===== config.mk =====
export PLATFORM = sky130hd
export DESIGN_NAME = sdp_ram_arbiter
export DESIGN_NICKNAME = d
export VERILOG_FILES = /design/src/rtl/sdp_ram_arb_pkg.sv /design/src/rtl/rr_arbiter.sv /design/src/rtl/sdp_ram_arbiter.sv
export SDC_FILE = /design/constraint.sdc
export NUM_CORES = 1
export LEC_CHECK = 0
export CORE_MARGIN = 4
export CORE_UTILIZATION = 23
export CTS_CLUSTER_SIZE = 24
export DETAILED_ROUTE_END_ITERATION = 12
export PLACE_DENSITY = 0.82
export SYNTH_ARGS = -nofsm -noshare
export SYNTH_HDL_FRONTEND = slang
export SYNTH_SLANG_ARGS = --single-unit

===== constraint.sdc =====
create_clock -name clk -period 3.5 [get_ports clk]
set_clock_uncertainty 0.15 [all_clocks]
set_input_delay 0.525 -clock clk [delete_from_list [all_inputs] [get_ports clk]]
set_output_delay 0.525 -clock clk [all_outputs]
set_load 0.02 [all_outputs]

===== src/rtl/sdp_ram_arb_pkg.sv =====
// Shared helpers for sdp_ram_arbiter: address-width calculation, requester limit and
// per-client slice selection from packed request buses.
package sdp_ram_arb_pkg;

  localparam int unsigned MaxRequesters = 8;
  localparam int unsigned MaxSliceBits  = 64;
  localparam int unsigned MaxBusBits    = MaxRequesters * MaxSliceBits;

  function automatic int unsigned addr_width(input int unsigned entries);
    return (entries > 1) ? $clog2(entries) : 1;
  endfunction

  // Returns bus[idx*w +: w], zero-extended; callers truncate to their field width.
  function automatic logic [MaxSliceBits-1:0] slice_bits(input logic [MaxBusBits-1:0] bus,
                                                         input int unsigned idx,
                                                         input int unsigned w);
    logic [MaxBusBits-1:0]   shifted;
    logic [MaxSliceBits-1:0] mask;
    shifted = bus >> (idx * w);
    mask    = (w >= MaxSliceBits) ? '1 : ((MaxSliceBits'(1) << w) - MaxSliceBits'(1));
    return shifted[MaxSliceBits-1:0] & mask;
  endfunction

  function automatic int unsigned onehot_idx(input logic [MaxRequesters-1:0] oh);
    int unsigned idx;
    idx = 0;
    for (int unsigned i = 0; i < MaxRequesters; i++) begin
      if (oh[i]) idx = i;
    end
    return idx;
  endfunction

endpackage


===== src/rtl/rr_arbiter.sv =====
// Round-robin arbiter: combinational one-hot grant searching from last winner + 1;
// the last-grant pointer moves only when the caller reports the grant was taken.
module rr_arbiter #(
  parameter int unsigned N = 2
) (
  input  logic         clk,
  input  logic         rst,
  input  logic [N-1:0] req,
  input  logic         advance,
  output logic [N-1:0] gnt
);

  localparam int unsigned PW = (N > 1) ? $clog2(N) : 1;

  logic [PW-1:0] last_q;
  logic [PW-1:0] win_idx;
  logic [PW-1:0] cand_idx;
  int            cand;

  // Walk from lowest to highest priority so the last hit is the winner.
  always_comb begin
    gnt      = '0;
    win_idx  = last_q;
    cand     = 0;
    cand_idx = '0;
    for (int k = int'(N); k >= 1; k--) begin
      cand     = (int'(last_q) + k) % int'(N);
      cand_idx = PW'(cand);
      if (req[cand_idx]) begin
        gnt           = '0;
        gnt[cand_idx] = 1'b1;
        win_idx       = cand_idx;
      end
    end
  end

  always_ff @(posedge clk or posedge rst) begin
    if (rst) begin
      last_q <= PW'(N - 1);
    end else if (advance) begin
      last_q <= win_idx;
    end
  end

endmodule


===== src/rtl/sdp_ram_arbiter.sv =====
// Shares one simple dual-port RAM between REQUESTERS clients with independent write/read
// round-robin arbitration. Define SDP_ARB_BYPASS_EN to forward write data on collisions.
module sdp_ram_arbiter
  import sdp_ram_arb_pkg::*;
#(
  parameter int unsigned  WIDTH      = 8,
  parameter int unsigned  ENTRIES    = 256,
  parameter int unsigned  REQUESTERS = 2,
  localparam int unsigned AW         = addr_width(ENTRIES)
) (
  input  logic                       clk,
  input  logic                       rst,
  input  logic [REQUESTERS-1:0]      wr_valid,
  input  logic [REQUESTERS*AW-1:0]   wr_addr,
  input  logic [REQUESTERS*WIDTH-1:0] wr_data,
  output logic [REQUESTERS-1:0]      wr_ready,
  input  logic [REQUESTERS-1:0]      rd_valid,
  input  logic [REQUESTERS*AW-1:0]   rd_addr,
  output logic [REQUESTERS-1:0]      rd_ready,
  output logic [REQUESTERS-1:0]      rd_resp_valid,
  output logic [WIDTH-1:0]           rd_data,
  output logic [AW-1:0]              ram_waddr,
  output logic [WIDTH-1:0]           ram_write_data,
  output logic                       ram_write_enable,
  output logic [AW-1:0]              ram_raddr,
  input  logic [WIDTH-1:0]           ram_read_data
);

  logic [REQUESTERS-1:0] wr_gnt;
  logic [REQUESTERS-1:0] rd_gnt;
  logic [REQUESTERS-1:0] resp_q;
  int unsigned           wr_idx;
  int unsigned           rd_idx;
  logic                  wr_fire;
  logic                  rd_fire;
  logic                  collision;

  rr_arbiter #(.N(REQUESTERS)) u_wr_arb (
    .clk     (clk),
    .rst     (rst),
    .req     (wr_valid),
    .advance (wr_fire),
    .gnt     (wr_gnt)
  );

  // Read pointer advances only on an accepted read, so a stalled winner keeps priority.
  rr_arbiter #(.N(REQUESTERS)) u_rd_arb (
    .clk     (clk),
    .rst     (rst),
    .req     (rd_valid),
    .advance (rd_fire),
    .gnt     (rd_gnt)
  );

  always_comb begin
    wr_idx           = onehot_idx(MaxRequesters'(wr_gnt));
    rd_idx           = onehot_idx(MaxRequesters'(rd_gnt));
    ram_waddr        = AW'(slice_bits(MaxBusBits'(wr_addr), wr_idx, AW));
    ram_write_data   = WIDTH'(slice_bits(MaxBusBits'(wr_data), wr_idx, WIDTH));
    ram_raddr        = AW'(slice_bits(MaxBusBits'(rd_addr), rd_idx, AW));
    wr_ready         = rst ? '0 : wr_gnt;
    wr_fire          = |wr_ready;
    ram_write_enable = wr_fire;
    collision        = wr_fire && (|rd_gnt) && (ram_raddr == ram_waddr);
`ifdef SDP_ARB_BYPASS_EN
    rd_ready         = rst ? '0 : rd_gnt;
`else
    rd_ready         = (rst || collision) ? '0 : rd_gnt;
`endif
    rd_fire          = |rd_ready;
  end

  always_ff @(posedge clk or posedge rst) begin
    if (rst) begin
      resp_q <= '0;
    end else begin
      resp_q <= rd_valid & rd_ready;
    end
  end

  assign rd_resp_valid = resp_q;

`ifdef SDP_ARB_BYPASS_EN
  logic             byp_q;
  logic [WIDTH-1:0] byp_data_q;

  // RAM returns stale data on same-address read/write, so forward the write word instead.
  always_ff @(posedge clk or posedge rst) begin
    if (rst) begin
      byp_q      <= 1'b0;
      byp_data_q <= '0;
    end else begin
      byp_q      <= collision;
      byp_data_q <= ram_write_data;
    end
  end

  assign rd_data = byp_q ? byp_data_q : ram_read_data;
`else
  assign rd_data = ram_read_data;
`endif

endmodule

==> results of run 1 <==
-- metal layers --
metal,share of wire,vias up
met1,0.35,429
met2,0.55,56
met4,0.015,0
li1,-,427
met3,0.091,8
met5,0,-
-- area by class of cell --
cell class | count | area share
timing repair buffer | 98 | 0.575
multi-input combinational | 55 | 0.316
sequential | 4 | 0.0624
tap | 31 | 0.0236
clock buffer | 4 | 0.0160
inverter | 3 | 0.00684
-- cells in the final DEF, fill, tap and decap left out --
cell | Yosys | routed
nand2b_1 | 1 | 1
xor2_1 | 8 | 8
or3_1 | 1 | 1
clkbuf_1 | 0 | 1
dfrtp_1 | 2 | 2
dlygate4sd2_1 | 0 | 4
a21boi_4 | 1 | 2
nand2_1 | 3 | 3
clkdlybuf4s50_1 | 0 | 78
o311a_1 | 1 | 1
inv_1 | 3 | 3
buf_4 | 8 | 14
and3_1 | 1 | 1
mux2_2 | 22 | 21
dfstp_2 | 2 | 2
or4_4 | 1 | 1
o21ai_0 | 3 | 3
mux2_4 | 2 | 3
buf_12 | 0 | 1
nor2_1 | 6 | 6
o31ai_4 | 1 | 1
o22a_1 | 1 | 1
and2_1 | 1 | 1
buf_2 | 1 | 1
or2_2 | 1 | 1
clkbuf_4 | 0 | 3
-- logic make-up (layout without fill, tap and decap cells) --
| group | Yosys count | after routing |
|---|---|---|
| multiplexers | 24 | 24 |
| AND/OR/NAND/NOR | 15 | 15 |
| buffers and inverters | 12 | 105 |
| AO/OA/AOI/OAI | 8 | 8 |
| XOR/XNOR | 8 | 8 |
| flip-flops | 4 | 4 |
-- per-stage QoR --
stage	TNS [ns]	instance area, µm²
2_1_floorplan	0	688
3_3_place_gp	-0.791	1610
3_5_place_dp	-0.856	1610
4_1_cts	0	1650
5_1_grt	0	1650
6_report	0	1650
-- critical path, stage by stage --
cell and delay [ns]:
dlygate4sd2_1 0.24, a21boi_4 0.21, buf_12 0.14, mux2_2 0.34, xor2_1 0.14, or4_4 0.53
o31ai_4 0.26, nor2_1 0.08, buf_4 0.16
-- path summary, 6_finish.rpt --
check,to,cells past startpoint
worst max-delay path,rd_ready[0],9
worst min register to register,u_wr_arb.last_q$_DFFE_PP1P_,2
worst min-delay path,u_wr_arb.last_q$_DFFE_PP1P_,2
worst max register to register,u_rd_arb.last_q$_DFFE_PP1P_,8
min in group asynchronous,rd_resp_valid[0]$_DFF_PP0_,2
max in group asynchronous,u_rd_arb.last_q$_DFFE_PP1P_,2
-- sequential cells by signal (all words and copies together), names as in the netlist --
register and count:
u_rd_arb.last_q 1, rd_resp_valid 2, u_wr_arb.last_q 1
-- where the power goes --
part           leakage (nW)  switching (W)   total, W  internal (W)
Clock                0.0150      0.0000251  0.0000683     0.0000432
Sequential           0.0474     0.00000740  0.0000636     0.0000562
Combinational         0.624       0.000118   0.000291      0.000173
Total                 0.686       0.000151   0.000423      0.000272
-- timing repair --
action,in CTS,in global routing
buffers inserted,2,0
gates resized for setup,15,0
endpoints found under the setup margin,2,0
==> results by group, run 1 <==
Synth
  – Post-Synth Simple-Gate Area: 0.111
  – Synth area leaders: mux2_2 36%, xor2_1 10%, buf_4 8.7%, dfstp_2 7.6%, dfrtp_1 7.3%
  – Mapped Cells: 71
  – Yosys warns: 0
  – Async set-reset flop share out of synthesis: 1.00
  – Commonest cells in the netlist: 22 x mux2_2, 8 x buf_4, 8 x xor2_1
  – Synth top area share: 0.360
  – Largest family of logic cells by synthesized area: multiplexers
  – Mapped cell area: a little under 700 µm²
  – Post-synth top area cell: mux2_2
  – Synth Area in Adders: 0
  – Mean area per synthesized cell: 9.69 µm²
  – Post-synth EDFFs: 0
  – Synth Flop Type: dfstp_2
  – Yosys cell types: 22
  – Sequential cell area fraction in the yosys report: 0.149
  – Syn Nets: 133
  – Most frequent cell after synthesis: mux2_2
  – Compound-gate portion of the synthesized area: 0.124
  – Synthesized flop and latch total: 4
  – Post-synthesis mux area share: 0.404
  – Synth Area in XOR/XNOR: 0.102

Worst setup path
  – Crit. Startpoint: wr_valid[1]
  – Crit. End Element: output port
  – Crit path max fanout: 8
  – WP data required: 2.82 ns
  – CP Data Arrival Time: 2.63 ns
  – Flop-to-flop setup slack: approximately 1.0 ns
  – Setup crit start kind: primary input
  – Worst r2r src: u_wr_arb.last_q$_DFFE_PP1P_
  – Critical path class: in -> out

Power and ir drop
  – Leakage Power: 0.686 nW
  – Max VDD drop: 109 µV
  – Total power: approximately 0.00042 W
  – Power Density: approximately 260 nW/µm²

Floorplanning
  – Core Area: 2810 µm²
  – Top Ports: 101
  – Die span in y: 62.7 µm
  – Starting Density: 0.245
  – Row Count: 19
  – Die area: 3930 µm²
  – Die width: 62.7 µm

Cells and area
  – FILL cells: 246
  – Fin util: 0.587
  – Final net count: around 230
  – Register area: 103 µm²
  – Finished Layout Cells: ~200
  – Area growth from synthesis to layout: 139%
  – ANT cells: 0
  – Multi-input gate area: 520 µm²
  – Share of layout cells above drive strength 1: 0.305

Clock network
  – Max H-tree Level: 1
  – CTS root buffer: clkbuf_4
  – CTS max path bufs: 2
  – Hold_buf cts: 0
  – Cts bufs inserted: 3
  – CTS Sinks: 4
  – Worst-path clk slew: about 0.050 ns
  – Clk Latency, worst-skew pair: 0.25 ns
  – CTS tree: done

GRT
  – Initial antenna violation count: 0
  – Total gr overflow: 0
  – Global-route wire length before repair: 4840 µm
  – Met1 GRT Util: 0.140
  – Vias in the first global route: 1065
  – Grt peak-use layer: met2
  – GR Layer Usage met3: 0.0522
  – Largest net degree at the start of global routing: 10
  – Grt met2 use: 0.302
  – Global Route Usage Sum: 0.151

Outcome
  – Status: completed

Drt
  – DR pass1 iterations: 4
  – Via count: 920
  – DRC viols: 0
  – Total wire length: 3020 µm
  – Vias per cell: 4.72
  – First-iteration detailed-routing DRC count: 17
  – Drt wl/cell: 15.5 µm
  – Final antenna-violating net count: 0

Place
  – IO Port Bufs: 84
  – Gpl congestion: 0.772
  – Placed Cells: 189
  – DP HPWL: between 2000 and 3000 µm
  – Post-placement setup slack: -0.437 ns

Timing
  – Worst setup margin: 0.193 ns
  – Fin. Hold Viols: 0
  – Slew Viols, Final: 0
  – Slew Limit Headroom: 0.781
  – Final worst path period share: 0.945
  – RSZ-0062 raised after global routing: false
  – Slew @ Worst Pin: 0.328 ns
  – Post-layout min period: 3.31 ns
  – Max Clk Rate: 302 MHz
  – Hold slack: 0.400 ns
  – Setup violations, final: 0

Worst hold path
  – Hold Path Origin: u_wr_arb.last_q$_DFFE_PP1P_
  – Hold Crit Class: reg -> reg

Run
  – Max cap viols: 0
(Power assumes the default switching activity.)
==> run 2: changes to the inputs <==
Settings changed: CAP_MARGIN set to 15.
==> results of run 2 <==
Final layout, timing and power as in run 1 (identical DEF).
==> variant 1, RTL diff (settings of run 1) <==
Change the parameter `WIDTH` from 8 to 10.
--- a/src/rtl/sdp_ram_arbiter.sv
+++ b/src/rtl/sdp_ram_arbiter.sv
@@ -5,3 +5,3 @@
 #(
-  parameter int unsigned  WIDTH      = 8,
+  parameter int unsigned  WIDTH      = 10,
   parameter int unsigned  ENTRIES    = 256,
Ports: changed (resized ram_read_data, ram_write_data, rd_data and wr_data); port bits go from 101 to 111. No check against the original RTL was run, so the function may have changed too.
==> variant 1 against run 1 <==
- final area increased by 11%
- sequential cell count unchanged
- combinational power increased by 10%
- die area increased by 5.7%
- worst setup slack improved by 0.044 ns
- synthesized area increased by 6.5%
- non-clock buffer count increased by 13
- total power increased by 5.8%
- routed wire length increased by 3.4%
- final cell count increased by 14%
- largest power group unchanged
==> variant 1: results (changes against run 1) <==
diode count 0 (unchanged); first-pass GRT wire length 4712 um (-2.6%); GRT met1 Usage 11.66% (-2.3 points); number of synthesis warnings 0 (unchanged); largest net degree at the start of global routing 10 (unchanged); GPL Wtd Cong 0.8222 (+6.6%); M2 GR Usage 28.48% (-1.7 points); CP Max Fanout 7 (-1); synth unique cells 23 (+4.5%); CTS root buf clkbuf_4; Worst slew margin 78.50% (+0.37 points); clk_lat worst skew 0.23 ns (-0.02 ns); Setup WS pre-CTS -0.3888 ns (+0.04797 ns); status finished, final reports clean; GRT Util Overall 14.48% (-0.58 points); hpwl dp 2644 um (-0.32%); GR Layer Usage met3 8.319% (+3.1 points); max reg flops 2 (unchanged); cell family with most CP delay simple AND/OR/NAND/NOR gates; nets 248 (+9.3%); number of global-route vias before repair 1086 (+2.0%); Post-Route WL 3124 um (+3.4%); CP max stage delay 0.53 ns (about the same); Starting DRT DRC Count 12 (-5); syn_area_per_cell 9.647 sq um (-0.46%); layout cells sized above 1 33.52% (+3.0 points); routed len/inst 14.01 um (-9.6%); CTS buffer count 3 (unchanged); Worst-path clk slew around 0.04 ns; register area share after synthesis 13.99% (-0.92 points); count of input and output buffers 90 (+7.1%); Clock Tree Buf Depth 2 (unchanged); worst hold path type flop to flop; initial antenna violation count 0 (unchanged); Placed Cells 212 (+12%); Mapped Nets 144 (+8.3%); Placed Instance Area 0.001720 sq mm (+7.2%); Post-synth top cells mux2_2 (23), buf_4 (10), xor2_1 (8); CP Data Arrival Time 2.59 ns (-0.04 ns); main area contributors after synthesis mux2_2 (35%), buf_4 (10%), xor2_1 (9.6%); Internal Power 294.2 uW (+8.0%); Vias/cell 4.341 (-8.0%); Pleak 0.7893 nW (+15%); Fill cells 278 (+13%); Worst path slowest cell or4_4; worst vdd ir 127.0 uV (+17%); Top FF cell, synth dfstp_2; DRT Pass-1 Iters 4 (unchanged); H-tree depth reported by CTS 1 (unchanged); Setup Buffers After CTS 0 (-2); Post-CTS Resized 10 (-5)
[variant 1: power by group through the flow]
stage	Clock [mW]	Combinational (mW)	Sequential, mW
after detailed placement	0	0.309	0.0619
after floorplan	0	0.157	0.0622
after global placement	0	0.305	0.0614
final	0.0640	0.321	0.0628
after CTS	0.0692	0.311	0.0619
after global routing	0.0740	0.340	0.0630
[variant 1: cell families (layout without fill, tap and decap cells)]
group / after synthesis / in the layout / synth area share, %
AND/OR/NAND/NOR: 15 / 15 / 11.09
AO/OA/AOI/OAI: 8 / 8 / 10.07
XOR/XNOR: 8 / 8 / 9.557
flip-flops: 4 / 4 / 13.99
multiplexers: 26 / 26 / 41.47
buffers and inverters: 15 / 118 / 13.82
[variant 1: path summary, 6_finish.rpt]
kind                                        startpoint                          end  slack (ns)  depth (start not counted)
setup reg to reg           u_rd_arb.last_q$_DFFE_PP1P_  u_rd_arb.last_q$_DFFE_PP1P_        0.83                         10
hold / removal             u_wr_arb.last_q$_DFFE_PP1P_  u_wr_arb.last_q$_DFFE_PP1P_        0.38                          2
max in group asynchronous                          rst  u_rd_arb.last_q$_DFFE_PP1P_        2.44                          2
hold reg to reg            u_wr_arb.last_q$_DFFE_PP1P_  u_wr_arb.last_q$_DFFE_PP1P_        0.38                          2
min in group asynchronous                          rst   rd_resp_valid[1]$_DFF_PP0_        0.47                          2
setup / recovery                           wr_valid[0]                  rd_ready[1]        0.24                          9
[variant 1: area by class of cell]
cell class                 count  area [sq um]  area share, %
timing repair buffer         111          1080          59.23
multi-input combinational     57         548.0          30.06
sequential                     4         102.6          5.628
tap                           44         55.05          3.020
clock buffer                   4         26.28          1.441
inverter                       3         11.26         0.6177
[variant 1: per-layer routing]
metal  vias to the layer above  wire length, um
met3                         6              518
met1                       422             1014
li1                        462                -
met4                         0               30
met2                        78             1560
met5                         -                0
==> variant 2, RTL diff (settings of run 1) <==
Without the edit above. Build with the macro `SDP_ARB_BYPASS_EN` defined.
--- a/src/rtl/sdp_ram_arbiter.sv
+++ b/src/rtl/sdp_ram_arbiter.sv
@@ -2,2 +2,4 @@
 // round-robin arbitration. Define SDP_ARB_BYPASS_EN to forward write data on collisions.
+`define SDP_ARB_BYPASS_EN
+
 module sdp_ram_arbiter
Function: changed (Yosys sat finds a counterexample within 4 cycles, from zero or initial values and one cycle with rst high).
==> variant 2 against run 1 <==
- non-clock buffer count rose by 4
- sequential cell count rose by 9
- final area rose by 24%
- total power rose by 42%
- routed wire length rose by 15%
- worst setup slack improved by 0.19 ns
- first-iteration DRC count rose to 3.9 times the old value
- synthesized area rose by 35%
==> variant 2: results (changes against run 1) <==
Vias/cell 4.377 (-7.2%); r2r setup slk 1.41 ns (+0.39 ns); status finished, final reports clean; Placed Instance Area 0.001991 sq mm (+24%); Pleak 0.8186 nW (+19%); hpwl dp 3073 um (+16%); max reg flops 8 (+6); Top FF cell, synth dfrtp_1; GRT Util Overall 13.97% (-1.1 points); Worst slew margin 74.93% (-3.2 points); metal2 WL 1839 um (+11%); M1 WL 1301 um (+24%); Worst path slowest cell clkdlybuf4s50_1; M2 GR Usage 25.41% (-4.8 points); CTS root buf clkbuf_8; Setup WS pre-CTS 0.3809 ns (+0.8177 ns); Logic inverters 2 (-1); largest net degree at the start of global routing 18 (+8); nonclk buf count 102 (+4.1%); Layout clock buffers 3 (-1); number of global-route vias before repair 1193 (+12%); count of input and output buffers 100 (+19%); Multi-In Gates 62 (+13%); nets 246 (+8.4%); synth unique cells 20 (-9.1%); Mapped Nets 141 (+6.0%)
variant 2: worst max-delay path: cells and delay by family:
family	cells	cell delay, ns
AO/OA/AOI/OAI	1	0.17
buffers and inverters	3	1.34
multiplexers	1	0.40
variant 2: worst paths after layout:
| kind | endpoint | cells past startpoint |
|---|---|---|
| min in group asynchronous | byp_q$_DFF_PP0_ | 2 |
| max | ram_waddr[5] | 5 |
| min reg2reg | u_wr_arb.last_q$_DFFE_PP1P_ | 2 |
| min | u_wr_arb.last_q$_DFFE_PP1P_ | 2 |
| max in group asynchronous | u_rd_arb.last_q$_DFFE_PP1P_ | 3 |
| max reg2reg | byp_q$_DFF_PP0_ | 6 |
variant 2: cells by family (layout without fill, tap and decap cells):
group	Yosys count	in the layout	synth area share, %
multiplexers	32	32	39.73
flip-flops	13	13	35.40
AND/OR/NAND/NOR	13	13	7.434
AO/OA/AOI/OAI	9	9	7.838
XOR/XNOR	8	8	7.568
buffers and inverters	4	108	2.027
